`src/rtl/ts4231_pkg.sv`:
```
// Shared types and constants for the TS4231 configuration scheduler.
// Latency: n/a (declarations only).
// Backpressure: n/a (declarations only).
package ts4231_pkg;

    // Scheduler FSM states.
    typedef enum logic [2:0] {
        ST_IDLE      = 3'd0,
        ST_SELECT    = 3'd1,
        ST_REQUEST   = 3'd2,
        ST_WAIT_DONE = 3'd3,
        ST_ABORT     = 3'd4,
        ST_HOLDOFF   = 3'd5
    } sched_state_t;

    // Sensor bus state codes as reported by the single-sensor engine.
    typedef enum logic [2:0] {
        BUS_SLEEP   = 3'd0,
        BUS_WATCH   = 3'd1,
        BUS_S3      = 3'd2,
        BUS_S0      = 3'd3,
        BUS_UNKNOWN = 3'd4
    } sensor_bus_state_t;

    // Default timing for a 50 MHz clock.
    localparam int DEF_CLK_HZ            = 50_000_000;
    localparam int DEF_OP_TIMEOUT_CYCLES = 5_000_000;   // 100 ms
    localparam int DEF_RECHECK_CYCLES    = 50_000_000;  // 1 s
    localparam int DEF_MAX_RETRIES       = 3;

    localparam int SENSOR_IDX_W = 8;
    localparam int RETRY_W      = 4;

    function automatic int max_int(input int a, input int b);
        return (a > b) ? a : b;
    endfunction

endpackage

```
`src/rtl/ts4231_sched_timer.sv`:
```
// Loadable down-counter shared by the operation timeout and the rescan holdoff.
// Latency: value loads on the clock after load; counts down one per cycle and holds at 0.
// Backpressure: none; load always wins over counting.
//
// Ports: clk, reset (async, active-high), load / load_value (restart count),
//        zero (count is 0).
module ts4231_sched_timer #(
    parameter int WIDTH = 8
) (
    input  logic             clk,
    input  logic             reset,
    input  logic             load,
    input  logic [WIDTH-1:0] load_value,
    output logic             zero
);

    logic [WIDTH-1:0] count;

    always_ff @(posedge clk or posedge reset) begin
        if (reset) begin
            count <= '0;
        end else if (load) begin
            count <= load_value;
        end else if (count != '0) begin
            count <= count - 1'b1;
        end
    end

    assign zero = (count == '0);

endmodule

```
`src/rtl/ts4231_config_scheduler.sv`:
```
// Sequences configure/watch-entry of NUM_SENSORS TS4231 sensors through one shared engine.
// Latency: one request at a time; SELECT scans one index per cycle, results recorded the cycle after cfg_done.
// Backpressure: cfg_req held with stable cfg_sensor until cfg_ack; timeout forces a one-cycle cfg_abort.
//
// Ports: clk, reset (async, active-high), enable (run level), force_rescan (pulse),
//        cfg_req/cfg_sensor/cfg_ack/cfg_done/cfg_ok/cfg_abort (engine handshake),
//        sensor_ready/sensor_failed (per-sensor status), busy, pass_done (end-of-pass pulse).
module ts4231_config_scheduler
    import ts4231_pkg::*;
#(
    parameter int NUM_SENSORS       = 8,
    parameter int OP_TIMEOUT_CYCLES = DEF_OP_TIMEOUT_CYCLES,
    parameter int RECHECK_CYCLES    = DEF_RECHECK_CYCLES,
    parameter int MAX_RETRIES       = DEF_MAX_RETRIES
) (
    input  logic                    clk,
    input  logic                    reset,
    input  logic                    enable,
    input  logic                    force_rescan,
    output logic                    cfg_req,
    output logic [SENSOR_IDX_W-1:0] cfg_sensor,
    input  logic                    cfg_ack,
    input  logic                    cfg_done,
    input  logic                    cfg_ok,
    output logic                    cfg_abort,
    output logic [NUM_SENSORS-1:0]  sensor_ready,
    output logic [NUM_SENSORS-1:0]  sensor_failed,
    output logic                    busy,
    output logic                    pass_done
);

    localparam int TMR_W = $clog2(max_int(OP_TIMEOUT_CYCLES, RECHECK_CYCLES)) + 1;
    localparam int IDX_W = (NUM_SENSORS > 1) ? $clog2(NUM_SENSORS) : 1;

    localparam logic [SENSOR_IDX_W-1:0] LAST_IDX  = SENSOR_IDX_W'(NUM_SENSORS - 1);
    localparam logic [TMR_W-1:0]        OP_LOAD   = TMR_W'(OP_TIMEOUT_CYCLES);
    localparam logic [TMR_W-1:0]        HOLD_LOAD = TMR_W'(RECHECK_CYCLES);
    localparam logic [RETRY_W-1:0]      RETRY_MAX = RETRY_W'(MAX_RETRIES);

    sched_state_t state, state_nxt;

    logic [SENSOR_IDX_W-1:0] ptr;
    // Set when the pointer steps past LAST_IDX; keeps the 8-bit pointer from
    // wrapping back to 0 when NUM_SENSORS is 256.
    logic                    ptr_end;
    logic                    rescan_pend;
    logic [RETRY_W-1:0]      retry [NUM_SENSORS];

    logic                    tmr_load;
    logic [TMR_W-1:0]        tmr_load_value;
    logic                    tmr_zero;

    logic                    ptr_clr, ptr_inc;
    logic                    rec_en, rec_ok;
    logic                    clr_flags;
    logic                    sensor_load;
    logic                    pend_set;
    logic                    rescan_now;
    logic [IDX_W-1:0]        ptr_idx, cur_idx;

    assign ptr_idx    = ptr[IDX_W-1:0];
    assign cur_idx    = cfg_sensor[IDX_W-1:0];
    assign rescan_now = force_rescan | rescan_pend;
    assign busy       = (state != ST_IDLE) && (state != ST_HOLDOFF);

    ts4231_sched_timer #(
        .WIDTH (TMR_W)
    ) u_timer (
        .clk        (clk),
        .reset      (reset),
        .load       (tmr_load),
        .load_value (tmr_load_value),
        .zero       (tmr_zero)
    );

    always_ff @(posedge clk or posedge reset) begin
        if (reset) begin
            state <= ST_IDLE;
        end else begin
            state <= state_nxt;
        end
    end

    always_comb begin
        state_nxt      = state;
        tmr_load       = 1'b0;
        tmr_load_value = '0;
        ptr_clr        = 1'b0;
        ptr_inc        = 1'b0;
        rec_en         = 1'b0;
        rec_ok         = 1'b0;
        clr_flags      = 1'b0;
        sensor_load    = 1'b0;
        pend_set       = 1'b0;
        cfg_req        = 1'b0;
        cfg_abort      = 1'b0;
        pass_done      = 1'b0;

        case (state)
            ST_IDLE: begin
                clr_flags = force_rescan;
                if (enable) begin
                    ptr_clr   = 1'b1;
                    state_nxt = ST_SELECT;
                end
            end

            ST_SELECT: begin
                if (force_rescan) begin
                    clr_flags = 1'b1;
                    ptr_clr   = 1'b1;
                end
                if (!enable) begin
                    state_nxt = ST_IDLE;
                end else if (force_rescan) begin
                    state_nxt = ST_SELECT;
                end else if (ptr_end) begin
                    pass_done      = 1'b1;
                    tmr_load       = 1'b1;
                    tmr_load_value = HOLD_LOAD;
                    state_nxt      = ST_HOLDOFF;
                end else if (sensor_failed[ptr_idx]) begin
                    ptr_inc = 1'b1;
                end else begin
                    sensor_load    = 1'b1;
                    tmr_load       = 1'b1;
                    tmr_load_value = OP_LOAD;
                    state_nxt      = ST_REQUEST;
                end
            end

            // A done seen while still requesting is a complete result; it
            // takes priority over both the timeout and the ack.
            ST_REQUEST: begin
                cfg_req  = 1'b1;
                pend_set = force_rescan;
                if (cfg_done) begin
                    rec_en = 1'b1;
                    rec_ok = cfg_ok;
                end else if (tmr_zero) begin
                    state_nxt = ST_ABORT;
                end else if (cfg_ack) begin
                    state_nxt = ST_WAIT_DONE;
                end
            end

            ST_WAIT_DONE: begin
                pend_set = force_rescan;
                if (cfg_done) begin
                    rec_en = 1'b1;
                    rec_ok = cfg_ok;
                end else if (tmr_zero) begin
                    state_nxt = ST_ABORT;
                end
            end

            ST_ABORT: begin
                cfg_abort = 1'b1;
                pend_set  = force_rescan;
                rec_en    = 1'b1;
                rec_ok    = 1'b0;
            end

            ST_HOLDOFF: begin
                if (force_rescan) begin
                    clr_flags = 1'b1;
                    ptr_clr   = 1'b1;
                end
                if (!enable) begin
                    state_nxt = ST_IDLE;
                end else if (force_rescan || tmr_zero) begin
                    ptr_clr   = 1'b1;
                    state_nxt = ST_SELECT;
                end
            end

            default: begin
                state_nxt = ST_IDLE;
            end
        endcase

        // Common exit after a result is recorded: a pending rescan restarts
        // the pass from sensor 0, otherwise move on to the next index.
        if (rec_en) begin
            if (rescan_now) begin
                clr_flags = 1'b1;
                ptr_clr   = 1'b1;
            end else begin
                ptr_inc = 1'b1;
            end
            state_nxt = enable ? ST_SELECT : ST_IDLE;
        end
    end

    always_ff @(posedge clk or posedge reset) begin
        if (reset) begin
            ptr         <= '0;
            ptr_end     <= 1'b0;
            rescan_pend <= 1'b0;
            cfg_sensor  <= '0;
        end else begin
            if (ptr_clr) begin
                ptr     <= '0;
                ptr_end <= 1'b0;
            end else if (ptr_inc) begin
                if (ptr == LAST_IDX) begin
                    ptr_end <= 1'b1;
                end else begin
                    ptr <= ptr + 1'b1;
                end
            end

            if (rec_en) begin
                rescan_pend <= 1'b0;
            end else if (pend_set) begin
                rescan_pend <= 1'b1;
            end

            if (sensor_load) begin
                cfg_sensor <= ptr;
            end
        end
    end

    // Per-sensor status. A rescan clear is applied after the result update so
    // the recorded ready bit survives while failed/retry are wiped.
    always_ff @(posedge clk or posedge reset) begin
        if (reset) begin
            sensor_ready  <= '0;
            sensor_failed <= '0;
            for (int i = 0; i < NUM_SENSORS; i++) begin
                retry[i] <= '0;
            end
        end else begin
            for (int i = 0; i < NUM_SENSORS; i++) begin
                if (rec_en && (cur_idx == IDX_W'(i))) begin
                    if (rec_ok) begin
                        sensor_ready[i] <= 1'b1;
                        retry[i]        <= '0;
                    end else begin
                        sensor_ready[i] <= 1'b0;
                        if (retry[i] < RETRY_MAX) begin
                            retry[i] <= retry[i] + 4'd1;
                        end
                        if (retry[i] >= RETRY_MAX - 4'd1) begin
                            sensor_failed[i] <= 1'b1;
                        end
                    end
                end
                if (clr_flags) begin
                    sensor_failed[i] <= 1'b0;
                    retry[i]         <= '0;
                end
            end
        end
    end

endmodule

```
`config.mk`:
```
export PLATFORM = sky130hd
export DESIGN_NAME = ts4231_config_scheduler
export DESIGN_NICKNAME = d
export VERILOG_FILES = /design/src/rtl/ts4231_pkg.sv /design/src/rtl/ts4231_sched_timer.sv /design/src/rtl/ts4231_config_scheduler.sv
export SDC_FILE = /design/constraint.sdc
export NUM_CORES = 1
export LEC_CHECK = 0
export BUFFER_PORTS_ARGS = -buffer_cell sky130_fd_sc_hd__buf_2
export CORE_MARGIN = 2
export CORE_UTILIZATION = 60
export DETAILED_ROUTE_END_ITERATION = 7
export PLACE_DENSITY = 0.83
export RECOVER_POWER = 25
export SLEW_MARGIN = 20
export SYNTH_ARGS = -nofsm -noshare
export SYNTH_HDL_FRONTEND = slang
export SYNTH_SLANG_ARGS = --single-unit
```
`constraint.sdc`:
```
create_clock -name clk -period 3.15 [get_ports clk]
set_input_delay 0.1575 -clock clk [delete_from_list [all_inputs] [get_ports clk]]
set_output_delay 0.1575 -clock clk [all_outputs]
set_load 0.01 [all_outputs]
```
* Yosys cells after proc, flatten, opt, wreduce, memory -nomap -nowiden
Cells that the tools add are included.
** Word-level totals
- Output and inout port bits :: 28
- Register bits after elaboration :: 96
- Logic and storage cells :: 281
- Input bits :: 7
** Operators by class
- $lt $le $gt $ge :: 17
- Eq/ne operators :: 24
- Add/sub/neg operators :: 10
- Reductions and logical operators :: 65
- Bitwise operators :: 1
- Muxes and demuxes :: 134
** Operator list (number)
- $mux W4 :: 32
- $mux W26 :: 4
- $mux W1 :: 74
- $mux W27 :: 2
- $reduce_bool A2 Y1 :: 20
- $mux W3 :: 13
- $add A4 B1 Y4 const B :: 8
- $ge A4 B2 Y1 const B :: 8
- $lt A4 B2 Y1 const B :: 8
- $logic_not A27 Y1 :: 1
- $reduce_bool A27 Y1 :: 1
- $reduce_bool A3 Y1 :: 9
- $sub A27 B1 Y27 const B :: 1
- $mux W8 :: 3
- $reduce_and A3 Y1 :: 8
- $mux W23 :: 1
- $reduce_and A2 Y1 :: 10
- $eq A3 B3 Y1 const B :: 6
- $pmux W3 S6 :: 1
- $ne A3 B3 Y1 const B :: 5
- $eq A3 B2 Y1 const B :: 4
- $logic_and A1 B1 Y1 :: 9
- $add A8 B1 Y8 const B :: 1
- $eq A8 B3 Y1 const B :: 1
- 15 further kinds :: 21

* Logic depth before layout (Yosys ltp)
Gate-level depths: netlist of the first run.
- Word-level depth :: 11
- Gate-level depth with buffers :: 9
- Mapped depth without buffers :: 8

* Hierarchy
A second synthesis of the first run with hierarchy kept.
** Unflattened totals
- Cell total of the unflattened synthesis :: 533
- Area, all modules :: 5307.6 µm²
** By module, submodules not included
- ts4231_config_scheduler :: cells each 372, seq. area each 1726.7 µm², area an instance 3752.3 µm², instances 1
- ts4231_sched_timer :: cells each 161, seq. area each 675.6 µm², area an instance 1555.2 µm², instances 1

* Worst setup path after synthesis of the first run
OpenSTA, ideal clock, no wires.
- Path type :: register -> register
- Start :: reg ptr[1]
- End :: reg ptr[5]
- Required time :: 3072 ps
- Setup slack :: 996 ps
- Stages on the path, launching flop included :: 8
- Clock period less this slack :: 2154 ps
- Data arrival time :: 2076 ps
- Path buffers :: 1
- Path through :: dfrtp_1 buf_6 mux2_1 o22ai_2 a311o_4 o31a_1 or4_1 a21oi_1
** Between the ends
- Word-level cells in the longest chain between the ends :: 11
- Elaborated cells on any way between the ends :: 17
** Ends and longest elaborated chain
- from (decl) :: RTL line ts4231_config_scheduler.sv:42 : logic [SENSOR_IDX_W-1:0] ptr;
- from (signal assigned) :: RTL line ts4231_config_scheduler.sv:209 : ptr <= ptr + 1'b1;
- $bmux W1 S3 :: RTL line ts4231_config_scheduler.sv:122 : end else if (sensor_failed[ptr_idx]) begin
- $mux W1 (implied by the code) :: RTL line ts4231_config_scheduler.sv:122
- $mux W1 :: RTL line ts4231_config_scheduler.sv:122
- $mux W1 :: RTL line ts4231_config_scheduler.sv:117 : end else if (ptr_end) begin
- $mux W1 :: RTL line ts4231_config_scheduler.sv:115 : end else if (force_rescan) begin
- $mux W1 :: RTL line ts4231_config_scheduler.sv:113 : if (!enable) begin
- $mux W1 :: RTL line ts4231_config_scheduler.sv:99 : case (state)
- $mux W1 :: RTL line ts4231_config_scheduler.sv:185 : if (rescan_now) begin
- $mux W1 :: RTL line ts4231_config_scheduler.sv:184 : if (rec_en) begin
- $reduce_bool A2 Y1 (no source line)
- $reduce_and A2 Y1 (no source line)
Several ways; a longest one is shown, not always the timed one. The select of a mux whose other input is x is not followed.
A chain may end at the register's enable or synchronous reset.

* Worst setup path in the final report of the first run
- Start :: reg state[1]
- End :: reg retry[29] in the netlist's numbering
** Between the ends
- Word-level cells in the longest chain between the ends :: 7
- Elaborated cells on any way between the ends :: 20
** Ends and longest elaborated chain
- from (decl) :: RTL line ts4231_config_scheduler.sv:40 : sched_state_t state, state_nxt;
- from (signal assigned) :: RTL line ts4231_config_scheduler.sv:80 : state <= state_nxt;
- $eq A3 B3 Y1 or $eq A3 B1 Y1 (tied branches) :: RTL line ts4231_config_scheduler.sv:99
- $reduce_or A2 Y1 (no source line)
- $pmux W1 S2 :: RTL line ts4231_config_scheduler.sv:99
- $mux W1 :: RTL line ts4231_config_scheduler.sv:185
- $mux W1 :: RTL line ts4231_config_scheduler.sv:184
- $reduce_bool A3 Y1 (no source line) or $reduce_bool A2 Y1 (tied branches)
- $reduce_and A2 Y1 (no source line)
- to (signal, indexed assignment) :: RTL line ts4231_config_scheduler.sv:243 : retry[i] <= retry[i] + 4'd1;
- to (decl) :: RTL line ts4231_config_scheduler.sv:47 : logic [RETRY_W-1:0] retry [NUM_SENSORS];
Several ways; a longest one is shown, not always the timed one. The select of a mux whose other input is x is not followed.

==> results.json, run 1 <==
{
  "synth-edff-count": 0,
  "grt_antenna_before_repair": 0,
  "coreArea_sq_um": 8180,
  "drtPass1Iterations": 5,
  "irDropWorstVdd_mv": 0.329,
  "critPathRequiredTime_ps": 3410,
  "insertion_delay_ps": 370,
  "synth_seq_area_share_pct": 47.9,
  "avgSynthCellArea_sq_um": 9.63,
  "syn-num-nets": 547,
  "min_from": "cfg_ok",
  "grt_max_degree": 54,
  "numCtsBuffers": 9,
  "setup_viol": 0,
  "first_iter_violations": 225,
  "crit_path_top_delay_cell": "dfrtp_1",
  "vias": 4174,
  "nNetsFinal": 575,
  "syn_inst": 521,
  "clock_path_buffers": 2,
  "cts-htree-levels": 3,
  "drive_gt1_share_pct": 12.5,
  "yosys_warnings": 0,
  "grt_util_all_layers_pct": 28.0,
  "critPathTopFamily": "simple AND/OR/NAND/NOR gates",
  "crit_fanout": 17,
  "gp_congestion": 0.842,
  "crit_type": "reg -> reg",
  "ys_seq_elements": 96,
  "worst_pin_slew_ps": 2030,
  "hold_depth": 3,
  "io_pins": 35,
  "antenna_cells": 0,
  "max_stage_delay_ps": 570,
  "cts_tree": "built",
  "start_util_pct": 61.4,
  "fp.dieH_um": 95.5,
  "yosysUniqueCellTypes": 61,
  "status": "complete, but fails checks",
  "reg2reg_depth": 6,
  "whs_endpoint": "sensor_ready[1]$_DFFE_PP0P_",
  "grt_pass1_vias": 4044,
  "path_clk_slew_ps": 100,
  "io_buffers": 34,
  "layout_commonest_cell": "dfrtp_1",
  "hpwl_um": 8210,
  "slew_viol_final": 54,
  "path_cells": "or3b_1, inv_1, nor2_1, nor4_1, a21o_1, mux2_2",
  "drc_errors": 0,
  "worstReg2RegStart": "state[1]$_DFFE_PP0P_",
  "critPathCaptureType": "register",
  "syn_to_final_growth_pct": 8.70,
  "synth_area_sq_um": 5020,
  "holdWs_ps": 133,
  "worstReg2RegEnd": "retry[29]$_DFFE_PP0P_",
  "startpoint_type": "register",
  "clock-root-buffer": "clkbuf_8",
  "finalHoldViolations": 0,
  "final_cell_mix": "96 x dfrtp_1, 54 x nor2_1, 38 x nand2_1, 30 x buf_2, 29 x a21oi_1",
  "cts_resized": 0,
  "crit_buf_inv": 1,
  "avgRoutedWirePerCell_um": 17.9,
  "hp-class": "in -> reg",
  "cts_sinks": 96,
  "p_total_mw": 3.79,
  "setup_tns_ps": 0,
  "clock_skew_ps": 8.61,
  "violations": "capacitance limit, slew limit",
  "p_leak_nw": 2.57,
  "maxCapViolCount": 1,
  "die_area_sq_um": 9110,
  "wl_um": 11800,
  "grt_overflow": 0,
  "fin_crit_sh_pct": 82.2,
  "powerDensity_nw_per_um2": 695,
  "min_period_ps": 2590,
  "rows": 33,
  "arrival_ps": 2850,
  "reg2reg_slack_ps": 560,
  "async_flop_share_pct": 100,
  "fmax_mhz": 386,
  "crit_cells": 6,
  "viasPerCell": 6.33,
  "die_w_um": 95.5,
  "synth_flop_cell": "dfrtp_1",
  "ant_nets": 0,
  "relSlewSlack_pct": -35.7,
  "rsz0062_at_grt": "no",
  "grt_pass1_wl_um": 19800
}
Yosys cell counts (4+ instances only):
master | instances | area [sq um]
nand4_1 | 6 | 37.5
or3_1 | 11 | 68.8
nand4b_1 | 5 | 43.8
nand2_1 | 38 | 143
nor2_1 | 54 | 203
nand3_1 | 19 | 95.1
mux2_2 | 8 | 90.1
inv_1 | 23 | 86.3
and2_1 | 5 | 31.3
nor4_1 | 15 | 93.8
xnor2_1 | 6 | 52.6
clkbuf_1 | 19 | 71.3
a21o_1 | 5 | 37.5
ha_1 | 19 | 238
a21oi_1 | 29 | 145
nand2b_1 | 4 | 25.0
dfrtp_1 | 96 | 2400
xor2_1 | 15 | 131
or4_1 | 12 | 90.1
o21ai_0 | 24 | 120
o31ai_1 | 12 | 90.1
nor2b_1 | 5 | 31.3
nor3_1 | 22 | 110
and3_1 | 11 | 68.8
a31oi_1 | 6 | 37.5
kinds of logic after synthesis:
kind of cell | Yosys count | share of synthesized area [%]
flip-flops | 96 | 47.9
AO/OA/AOI/OAI | 104 | 13.7
adder cells (fa/ha/maj) | 19 | 4.74
AND/OR/NAND/NOR | 222 | 23.4
XOR/XNOR | 21 | 3.66
multiplexers | 13 | 2.92
buffers and inverters | 46 | 3.66
state kept, by name, indices dropped and copies added, names as in the netlist:
signal / count
state: 3
rescan_pend: 1
sensor_failed: 8
sensor_ready: 8
ptr_end: 1
cfg_sensor: 8
retry: 32
ptr: 8
u_timer.count: 27
worst register-to-register path, stage by stage (launching register included):
cell,delay [ps]
dfrtp_1,570
or3b_1,490
inv_1,130
nor2_1,160
nor4_1,520
a21o_1,260
mux2_2,360
repair_timing:
item | CTS | global route
buffers inserted | 0 | 0
hold buffers | 1 | 0
endpoints found under the hold margin | 51 | 0
power breakdown:
part / internal [mW] / leakage (nW) / switching, mW
logic: 0.497 / 1.21 / 0.724
registers: 1.46 / 1.26 / 0.328
clock network: 0.336 / 0.0963 / 0.450
total: 2.29 / 2.57 / 1.50
cell type report:
class / instances / area [sq um]
clock buffer: 11 / 151
tap: 105 / 131
multi-input combinational: 379 / 2430
timing repair buffer: 40 / 213
inverter: 23 / 86.3
clock inverter: 5 / 38.8
fill: 645 / 2720
sequential: 96 / 2400
through the flow:
stage / cells / util, % / worst slack, ps / area, sq um
global placement: 642 / 64.4 / 681 / 5260
CTS: 659 / 66.8 / 612 / 5460
detailed placement: 642 / 64.4 / 624 / 5260
floorplan: 521 / - / 487 / 5020
finish: 659 / 66.7 / 560 / 5460
global route: 659 / 66.7 / 342 / 5460
worst max-delay path by stage:
stage                                    start                         to
final                     state[1]$_DFFE_PP0P_      retry[29]$_DFFE_PP0P_
after global routing      state[1]$_DFFE_PP0P_       retry[4]$_DFFE_PP0P_
after CTS                 state[1]$_DFFE_PP0P_      retry[29]$_DFFE_PP0P_
after detailed placement  state[1]$_DFFE_PP0P_      retry[29]$_DFFE_PP0P_
after global placement    state[2]$_DFFE_PP0P_      retry[29]$_DFFE_PP0P_
after floorplan                          reset  cfg_sensor[0]$_DFFE_PP0P_
metal layers:
metal  vias to the layer above  wire length [um]  global-route usage, %
met5                         -                 0                      0
met4                         0               259                   9.64
met3                        23               740                   5.38
met2                       168              5750                   44.7
met1                      2043              5070                   38.5
li1                       1940                 -                      -
Note: power is estimated with default switching activity, not from simulation.
==> run 2: changes to the inputs <==
--- a/config.mk
+++ b/config.mk
@@ -5,11 +5,12 @@
 export SDC_FILE = /design/constraint.sdc
 export NUM_CORES = 1
 export LEC_CHECK = 0
+export ABC_AREA = 1
 export BUFFER_PORTS_ARGS = -buffer_cell sky130_fd_sc_hd__buf_2
 export CORE_MARGIN = 2
-export CORE_UTILIZATION = 60
+export CORE_UTILIZATION = 55
 export DETAILED_ROUTE_END_ITERATION = 7
-export PLACE_DENSITY = 0.83
+export PLACE_DENSITY = 0.8
 export RECOVER_POWER = 25
 export SLEW_MARGIN = 20
 export SYNTH_ARGS = -nofsm -noshare
==> constraint.sdc (replaced) <==
create_clock -name clk -period 2.2 [get_ports clk]
set_input_delay 0.11 -clock clk [delete_from_list [all_inputs] [get_ports clk]]
set_output_delay 0.11 -clock clk [all_outputs]
set_load 0.01 [all_outputs]
==> results.json, run 2 <==
{
  "syn_to_final_growth_pct": 11.0,
  "reg2reg_depth": 9,
  "startpoint_type": "register",
  "layout_commonest_cell": "nand2_1",
  "holdWs_ps": 157,
  "powerDensity_nw_per_um2": 1130,
  "synth-edff-count": 0,
  "min_from": "cfg_ok",
  "fin_crit_sh_pct": 91.1,
  "coreArea_sq_um": 9640,
  "regMostFlops": "retry",
  "die_area_sq_um": 10600,
  "crit_start": "state[2]$_DFFE_PP0P_",
  "top_regs": "retry (32), u_timer.count (27)",
  "fp.dieH_um": 103,
  "synth_flop_cell": "dfrtp_1",
  "fmax_mhz": 499,
  "nNetsFinal": 756,
  "synth_area_leaders": "dfrtp_1 45%, nand2_1 10%, nor2_1 8.3%, inv_1 5.9%, ha_1 4.4%",
  "grt_pass1_vias": 4536,
  "syn_inst": 684,
  "io_pins": 35,
  "async_flop_share_pct": 100,
  "crit_type": "reg -> reg",
  "hp-class": "in -> reg",
  "ant_nets": 0,
  "p_leak_nw": 3.00,
  "io_buffers": 34,
  "arrival_ps": 2300,
  "grt_util_all_layers_pct": 24.7,
  "die_w_um": 103,
  "largest_reg_flops": 32,
  "fillerInstances": 845,
  "yosysUniqueCellTypes": 43,
  "hpwl_um": 8850,
  "critPathRequiredTime_ps": 2490,
  "setup_viol": 0,
  "critPathCaptureType": "register",
  "dp_slack_ps": 223,
  "viasPerCell": 5.30,
  "grt_max_degree": 97,
  "start_util_pct": 55.7,
  "cts_tree": "built",
  "slew_viol_final": 0,
  "multi_input_area_sq_um": 2540,
  "grt_overflow": 0,
  "maxCapViolCount": 0,
  "irDropWorstVdd_mv": 0.556,
  "insertion_delay_ps": 360,
  "grt_antenna_before_repair": 0,
  "clock_skew_ps": 13.5,
  "grt_pass1_wl_um": 20600,
  "yosys_warnings": 0,
  "avgRoutedWirePerCell_um": 14.0,
  "path_clk_slew_ps": 100,
  "fin_ws_ps": 195,
  "synth_seq_area_share_pct": 44.8,
  "ys_seq_elements": 96,
  "drive_gt1_share_pct": 14.4,
  "rsz0062_at_grt": "yes",
  "status": "finished clean",
  "finalHoldViolations": 0,
  "yosys-top-cells-count": "147 x nand2_1, 119 x nor2_1, 96 x dfrtp_1, 84 x inv_1, 43 x nand3_1",
  "syn-num-nets": 710,
  "hold_depth": 3,
  "first_iter_violations": 309,
  "rows": 36,
  "synth_most_common_cell": "nand2_1",
  "clock_path_buffers": 2,
  "vias": 4600,
  "synth_top_area_share_pct": 44.8,
  "synth_area_sq_um": 5370,
  "post_cts_buffers": 0,
  "worstReg2RegStart": "state[2]$_DFFE_PP0P_",
  "synth_top_area_cell": "dfrtp_1",
  "cts-htree-levels": 3,
  "final_cell_mix": "147 x nand2_1, 118 x nor2_1, 96 x dfrtp_1, 82 x inv_1, 43 x nand3_1",
  "drc_errors": 0,
  "relSlewSlack_pct": 10.9,
  "regArea_sq_um": 2400,
  "avgSynthCellArea_sq_um": 7.85,
  "antenna_cells": 0,
  "utilization_pct": 61.8,
  "numCtsBuffers": 9,
  "wl_um": 12200,
  "cts_sinks": 96,
  "clock-root-buffer": "clkbuf_8",
  "min_period_ps": 2000,
  "crit_fanout": 11,
  "worst_pin_slew_ps": 1340,
  "drtPass1Iterations": 5,
  "gp_congestion": 1.05
}
-- run 2: cell types whose count changed in the layout (fill, tap and decap cells not counted), moves of 11 or more --
cell and delta:
and3_1 -11, inv_1 +59, nand2_1 +109, nand3_1 +24
nor2_1 +64, nor4_1 -14, o21ai_1 +15, or3_1 -11
or4_1 -12
-- run 2: repair_timing --
action / in CTS / in global routing
hold endpoints to repair: 96 / 0
setup endpoints to repair: 0 / 6
hold buffers: 1 / 0
resized for setup: 0 / 4
-- run 2: worst max-delay path, cell delays in order, from the launching register on --
cell,delay [ps]
dfrtp_1,500
nand2_1,210
nand2_4,120
nand2_4,110
nand2_4,140
nor2_8,240
inv_2,160
o21ai_2,260
nand2_1,100
o21ai_1,80
-- run 2: power breakdown --
group,total (mW),internal (mW),switching (mW)
sequential,2.65,2.20,0.455
combinational,2.80,0.996,1.81
clock,1.30,0.678,0.623
total,6.76,3.87,2.89
-- run 2: metrics by stage --
stage,power (mW),cells,instance area [sq um],setup TNS (ps)
finish,6.76,868,5960,0
global placement,5.30,850,5720,0
floorplan,4.74,684,5370,0
global route,7.35,868,5960,-4.33
detailed placement,5.43,850,5720,0
CTS,6.76,867,5960,0
-- run 2: cell families (layout without fill, tap and decap cells) --
family,after synthesis,after routing,share of synthesized area [%]
AO/OA/AOI/OAI,75,75,8.32
XOR/XNOR,24,24,3.92
adder cells (fa/ha/maj),19,19,4.43
buffers and inverters,103,154,8.07
flip-flops,96,96,44.8
AND/OR/NAND/NOR,367,367,30.5
-- run 2: final cells by class --
class	count	share of cell area (%)
clock buffers	10	2.31
clock inverters	6	1.53
inverters	94	6.32
multi-input cells	485	42.6
flip-flops and latches	96	40.3
well taps	133	2.79
repair buffers	43	4.01
repair inverters	1	0.126
-- run 2: metal layers --
metal  vias to the layer above  GRT usage [%]  wire (um)
met1                      2216           32.1       5320
met2                       103           42.1       6060
met5                         -              0          0
met3                        24           3.86        539
met4                         0           8.60        239
li1                       2257              -          -
-- run 2: path summary, 6_finish.rpt --
path / end / slack, ps
max in group asynchronous: u_timer.count[2]$_DFFE_PP0P_ / 570
min in group asynchronous: retry[3]$_DFFE_PP0P_ / 750
worst max-delay path: retry[12]$_DFFE_PP0P_ / 200
worst max register to register: retry[12]$_DFFE_PP0P_ / 200
worst min-delay path: sensor_ready[4]$_DFFE_PP0P_ / 160
worst min register to register: sensor_ready[7]$_DFFE_PP0P_ / 480
